File: config.mk
export PLATFORM = sky130hd
export DESIGN_NAME = reg_file_sb
export DESIGN_NICKNAME = d
export VERILOG_FILES = /design/src/rtl/reg_file_sb.sv
export SDC_FILE = /design/constraint.sdc
export NUM_CORES = 2
export LEC_CHECK = 0
export ABC_AREA = 1
export CAP_MARGIN = 20
export CORE_MARGIN = 2
export CORE_UTILIZATION = 39
export CTS_BUF_LIST = sky130_fd_sc_hd__clkbuf_4 sky130_fd_sc_hd__clkbuf_8
export CTS_CLUSTER_SIZE = 30
export DETAILED_ROUTE_END_ITERATION = 6
export PLACE_DENSITY_LB_ADDON = 0.25
export RECOVER_POWER = 50
export SYNTH_ARGS = -nofsm -noshare
export SYNTH_HDL_FRONTEND = slang
export SYNTH_SLANG_ARGS = --single-unit
File: constraint.sdc
create_clock -name clk -period 6.9 [get_ports clk]
set_clock_uncertainty 0.05 [all_clocks]
set_input_delay 1.035 -clock clk [delete_from_list [all_inputs] [get_ports clk]]
set_output_delay 1.035 -clock clk [all_outputs]
set_load 0.02 [all_outputs]
File: src/rtl/reg_file_sb.sv
// rtl/reg_file_sb.sv - register file with SP reset value, write bypass, optional read stage and pending-write scoreboard
//
// Ports:
//   clk, rst          rising-edge clock, synchronous active-high reset
//   regwrite, rd, wd  write port (rd == 0 is discarded)
//   ren               read capture enable, used only when READ_REG=1
//   rs1, rs2          read indices
//   rdata1, rdata2    read data (combinational or registered per READ_REG)
//   busy_set, busy_rd mark a register as waiting for an in-flight write
//   stall             a source register has an unresolved pending write
//   pend_vec          pending bit per register, bit 0 always 0
module reg_file_sb #(
  parameter int XLEN = 32,
  parameter int NREG = 32,
  parameter int AW = 5,
  parameter int SP_IDX = 2,
  parameter logic [XLEN-1:0] SP_INIT = XLEN'(32'h0000_1000),
  parameter int READ_REG = 0
) (
  input  logic            clk,
  input  logic            rst,
  input  logic            regwrite,
  input  logic [AW-1:0]   rd,
  input  logic [XLEN-1:0] wd,
  input  logic            ren,
  input  logic [AW-1:0]   rs1,
  input  logic [AW-1:0]   rs2,
  output logic [XLEN-1:0] rdata1,
  output logic [XLEN-1:0] rdata2,
  input  logic            busy_set,
  input  logic [AW-1:0]   busy_rd,
  output logic            stall,
  output logic [NREG-1:0] pend_vec
);

  logic [XLEN-1:0] regs [NREG];
  logic [NREG-1:0] pend;
  logic [XLEN-1:0] rv1, rv2;
  logic            wr_en;
  logic            haz1, haz2;

  assign wr_en = regwrite && (rd != '0);

  always_ff @(posedge clk) begin
    if (rst) begin
      for (int i = 0; i < NREG; i++) begin
        regs[i] <= (i == SP_IDX && i != 0) ? SP_INIT : '0;
      end
    end else if (wr_en) begin
      regs[rd] <= wd;
    end
  end

  // A write in flight this cycle overrides the stale array contents.
  always_comb begin
    rv1 = (rs1 == '0) ? '0 : regs[rs1];
    rv2 = (rs2 == '0) ? '0 : regs[rs2];
    if (wr_en && rd == rs1) rv1 = wd;
    if (wr_en && rd == rs2) rv2 = wd;
  end

  // Set has priority over clear: a new producer issuing in the same cycle
  // as the old producer retiring leaves the register pending.
  always_ff @(posedge clk) begin
    if (rst) begin
      pend <= '0;
    end else begin
      pend[0] <= 1'b0;
      for (int i = 1; i < NREG; i++) begin
        if (busy_set && busy_rd == AW'(i)) begin
          pend[i] <= 1'b1;
        end else if (regwrite && rd == AW'(i)) begin
          pend[i] <= 1'b0;
        end
      end
    end
  end

  assign pend_vec = pend;

  // A pending register being written this cycle is covered by the bypass.
  assign haz1  = pend[rs1] && !(regwrite && rd == rs1);
  assign haz2  = pend[rs2] && !(regwrite && rd == rs2);
  assign stall = haz1 || haz2;

  generate
    if (READ_REG != 0) begin : g_reg_read
      logic [XLEN-1:0] q1, q2;
      always_ff @(posedge clk) begin
        if (rst) begin
          q1 <= '0;
          q2 <= '0;
        end else if (ren) begin
          q1 <= rv1;
          q2 <= rv2;
        end
      end
      assign rdata1 = q1;
      assign rdata2 = q2;
    end else begin : g_comb_read
      logic unused_ren;
      assign unused_ren = ren;
      assign rdata1 = rv1;
      assign rdata2 = rv2;
    end
  endgenerate

endmodule

---- After elaboration in Yosys (flattened, before gate mapping) ----
Memories as Yosys holds them, arrays and structs flattened.
Index checks and enable logic that the tools add are counted.
storage, ports and cells
  register bits after elaboration ......... 32
  latch bits .............................. 0
  bits in writable memories ............... 1024
  bits in read-only memories .............. 0
  input bits .............................. 57
  output and inout bits ................... 97
  logic and storage cells ................. 284
  memories kept ........................... 1
memory list
  memory  words  bits a word  rd ports  clocked after memory_dff  write ports  line  source
  regs    32     32           2         0                         32           36    logic [XLEN-1:0] regs [NREG];
cells by class
  $add $sub $neg .......................... 0
  $mul .................................... 0
  divide/modulo/power cells ............... 0
  $lt $le $gt $ge ......................... 2
  eq/ne operators ......................... 64
  shifts and indexed selects .............. 0
  muxes and demuxes ....................... 78
  bitwise logic cells ..................... 0
  reduce and logical (&&, ||, !) cells .... 107
operator list
  cell                                                                          count
  5-bit equality test, second input constant                                    32
  32-bit two-way mux                                                            5
  5-bit by 4-bit equality test with 1-bit output, second input constant         16
  1-bit two-way mux                                                             70
  1-bit logical AND                                                             69
  2-bit nonzero test                                                            31
  5-bit by 3-bit equality test with 1-bit output, second input constant         8
  32-bit OR reduction                                                           1
  5-bit by 2-bit equality test with 1-bit output, second input constant         4
  5-bit by 6-bit less-than comparator with 1-bit output, second input constant  2
  1-bit binary-select mux with 5-bit select                                     2
  5-bit by 1-bit equality test with 1-bit output, second input constant         2
  5-bit equality test                                                           2
  5-bit logical NOT                                                             2
  5-bit two-way mux                                                             1
  5-bit nonzero test                                                            1
  1-bit logical NOT                                                             2
  1-bit logical OR                                                              1

---- Longest topological paths before layout ----
  depth after elaboration ................. 7
  gate-level depth with buffers ........... 13
  gate-level depth less buffers ........... 11

---- Worst setup path after synthesis ----
Ideal clock, no wire load.
  kind .................................... input-to-reg
  start ................................... in rd[2]
  end ..................................... mem regs[19][0], enable pin
  library setup time ...................... 0.467 ns
  data arrival time ....................... 3.809 ns
  required time ........................... 6.383 ns
  path slack .............................. 2.573 ns
  cell stages on the path ................. 4
  path buffers ............................ 1
  cells stage by stage .................... buf_2 nor2_1 nand2_1 o21ai_0
RTL lines
  item             line  source
  start, declared  23    input logic [AW-1:0] rd,
  end, declared    36

==> impl.org <==
** Synth
- Count of flip-flops with a built-in enable after synthesis :: 1024
- Most frequent cell after synthesis :: nand2_1
- In the synthesized netlist the dominant register cell turns out to be edfxtp_1.
- For this run, the number of Yosys warnings is 0.
- Sorting the synthesized cells by area gives the leading types as edfxtp_1 51%, nand2_1 14%, nor2_1 9.1%.
- The number of different library cells used by synthesis comes to 27.
- Flop and latch count out of synthesis :: 1055
- In this run the cell area of the synthesized design comes to approximately 0.060 mm².
- Syn avg cell area :: 7.719 µm²
- The commonest cells after synthesis are 2285 x nand2_1, 1460 x nor2_1, 1024 x edfxtp_1.
- The largest total area in the synthesized netlist belongs to edfxtp_1.
- Share of the synthesized area in the top cell type :: 51.18%
- The cell count after synthesis came out at 7783.
- Proportion of synthesized chip area in sequential cells :: a little over half
- Fraction of registers with async set/reset :: 0%

** Timing
- Setup slack on the critical path of the routed design comes to 0.8610 ns.
- Worst slew margin relative to its limit :: -137.3%
- At the pin with the least slew margin, the transition time is 3.560 ns.
- After layout, the minimum clock period comes to 6.039 ns.
- Final TNS setup :: 0 ns
- Setup violations remaining at the end of the flow were counted as 0.
- Number of slew-limit violations in the final report :: 710
- Final hold violation count :: 0
- Unrepaired setup endpoints after global routing :: no
- After layout, the worst path uses between 80 and 90% of the clock period.
- Max Clk Rate :: 165.6 MHz

** Worst setup path
- Worst Path Class, Setup :: input pin to register
- WP data required :: around 7.5 ns
- Critical-path maximum fanout :: 23
- Crit start category :: input pin
- Cell repeated most along the worst path :: clkbuf_1
- STA classifies the critical path endpoint as a register.
- Worst path cell trace :: clkbuf_1 > inv_1 > clkbuf_1 > nand2_1 > buf_4
- The slowest stage of the critical path belongs to the cell clkbuf_1.
- On the worst path, the slowest cell contributes a delay of 1.75 ns.
- Data arrives at the worst endpoint at 6.61 ns.

** CTS
- TritonCTS sink count :: 1055
- Total of cells resized after clock tree synthesis :: 0
- Clock-pin slew was measured on the worst setup and hold paths at approximately 0.060 ns.
- The later pin in the worst-skew pair is clocked with a latency of about 0.97 ns.
- CTS built an H-tree with a depth of 4.
- For this design, the CTS-stage hold fixing added 0 buffers.
- Number of setup buffers added after CTS :: 0
- The root buffer cell chosen for the clock tree is clkbuf_8.
- Clock tree buffer depth :: 3
- Clock tree from TritonCTS :: built
- CTS Buf Count :: between 150 and 200

** Place
- Routability-driven placement finished with a final weighted congestion of 0.8783.
- Port buffering added 151 buffers.
- Minimum setup slack after placement :: 1.417 ns
- After legalization and detailed placement, the total HPWL measured 136100 µm.
- After detailed placement, the design holds a cell count of 9510.

** GRT
- Global routing used approximately 31% of the available tracks across all layers.
- Entering global routing, the biggest net connects 180 pins.
- Total congestion overflow :: 0
- Vias in the first global route :: between 50000 and 60000
- Global-route wire length before repair :: approximately 360000 µm
- The initial antenna violation count is 1.

** Pwr
- The analysis attributes to net switching a power of between 4 and 5 mW.
- In this run switching power makes up 29.82% of total power.
- Combinational cell fraction of total power :: 15.2%
- Proportion of power drawn by the clock network :: 36.7%
- Internal power comes to 10.99 mW.
- Of the total power, registers draw 48.1%.
- Static Leakage :: ~28 nW
- Ratio of total power to cell area :: 234.3 mW/mm²
- Post-layout power :: roughly 16 mW
- VDD sags by at most roughly 0.22 mV.

** Finish
- The finished layout holds 9856 standard cells, fillers aside.
- Core utilization of the finished layout :: a little over two fifths
- Share of post-route cells with drive strength above 1 :: under 10%
- After filler insertion, the fill cell instance count of the layout stands at 15120.
- From synthesis to final layout, the design area changed by 11.28%.
- NumNets Final :: 7726

** Routing
- Via count :: 56160
- Total routed wirelength :: 248800 µm
- For this run, the detailed router's first-pass iteration total came to 6.
- The detail route stage leaves a number of antenna-violating nets equal to 0.
- Number of DRC violations after detailed routing :: 0
- Number of violations reported at the end of detailed-routing iteration 0 :: 7906
- Wire length per cell :: 25.24 µm
- Via/cell ratio :: around 5.7

** Job
- Across the run, the number of max-cap violations was 22.

** Floorplan
- Die height :: approximately 400 µm
- FP Rows :: 144
- Area of the core region :: 0.1535 mm²
- Once the floorplan was initialized, standard cells occupied 39.14% of the core.
- The die covers between 0.15 and 0.2 mm².
- Measured along the x axis, the die boundary spans 396.5 µm.
- Top-level I/O count :: 154

** Status
- Violations in the final reports :: max-capacitance violations, max-slew violations
- The run finished, with violations left.

** Min path
- The worst hold path belongs to the class register to register.
[cell families after synthesis]
kind of cell | count (synthesis) | share of synthesized area, %
buffers and inverters | 1274 | 8.745
flip-flops | 1055 | 52.22
other | 1 | 0.006242
AO/OA/AOI/OAI | 787 | 7.781
AND/OR/NAND/NOR | 4666 | 31.25
[cells in the final DEF, fill, tap and decap left out, drive strengths merged]
master / instances
nand2: 2294
nor2: 1471
edfxtp: 1024
nand3: 829
inv: 638
a21oi: 325
o211ai: 288
clkbuf: 257
o21ai: 170
buf: 140
clkdlybuf4s50: 137
clkinv: 84
or2: 51
conb: 33
dfxtp: 31
nor3: 13
nand4: 8
clkinvlp: 7
bufinv: 4
diode: 2
o31ai: 2
a32o: 2
dlygate4sd3: 2
[critical path: cells and delay by family]
kind / cells / cell delay [ns]
buffers and inverters: 4 / 3.99
and+or+nand+nor: 1 / 1.50
[metrics by stage]
step	area [µm²]	hold WS (ns)
2_1_floorplan	60200	0.4976
3_3_place_gp	62960	0.4157
3_5_place_dp	63090	0.4212
4_1_cts	66620	0.4304
5_1_grt	66850	0.4587
6_report	66850	0.4305
[power by group through the flow]
stage | clock (mW) | combinational [mW] | sequential [mW]
after detailed placement | 0 | 2.30 | 7.65
after CTS | 5.77 | 2.31 | 7.52
after global placement | 0 | 2.27 | 7.63
final | 5.75 | 2.39 | 7.53
after global routing | 6.03 | 2.54 | 7.56
after floorplan | 0 | 1.38 | 7.62
[layout make-up]
type	count	area (µm²)	area share, %
Multi-Input combinational cell	5486	23770	35.55
Sequential cell	1055	31370	46.92
Inverter	640	2430	3.635
Tap cell	2044	2557	3.825
Antenna cell	2	5.005	0.007486
Clock inverter	93	548.0	0.8197
Timing Repair Buffer	298	3198	4.784
Clock buffer	238	2975	4.451
[metal layers]
| metal | vias to the layer above | wire (µm) | GRT usage [%] |
|---|---|---|---|
| met5 | - | 0 | 0 |
| met1 | 26340 | 92260 | 39.52 |
| met4 | 0 | 16760 | 18.77 |
| li1 | 25030 | - | - |
| met3 | 883 | 29950 | 6.470 |
| met2 | 3905 | 109800 | 48.30 |
[flip-flops by register name (all words and copies together), names as in the netlist]
signal and cells:
regs 1024, pend_vec 31
[final timing paths]
| kind | start | end | slack (ns) | depth (start not counted) |
|---|---|---|---|---|
| max | rst | regs[26][12]$_SDFFCE_PN0P_ | 0.86 | 5 |
| min | pend_vec[3]$_SDFFE_PP0P_ | pend_vec[3]$_SDFFE_PP0P_ | 0.43 | 2 |
| max reg2reg | pend_vec[4]$_SDFFE_PP0P_ | pend_vec[4]$_SDFFE_PP0P_ | 6.02 | 2 |
| min reg2reg | pend_vec[3]$_SDFFE_PP0P_ | pend_vec[3]$_SDFFE_PP0P_ | 0.43 | 2 |
Power figures use the tool's default switching activity.
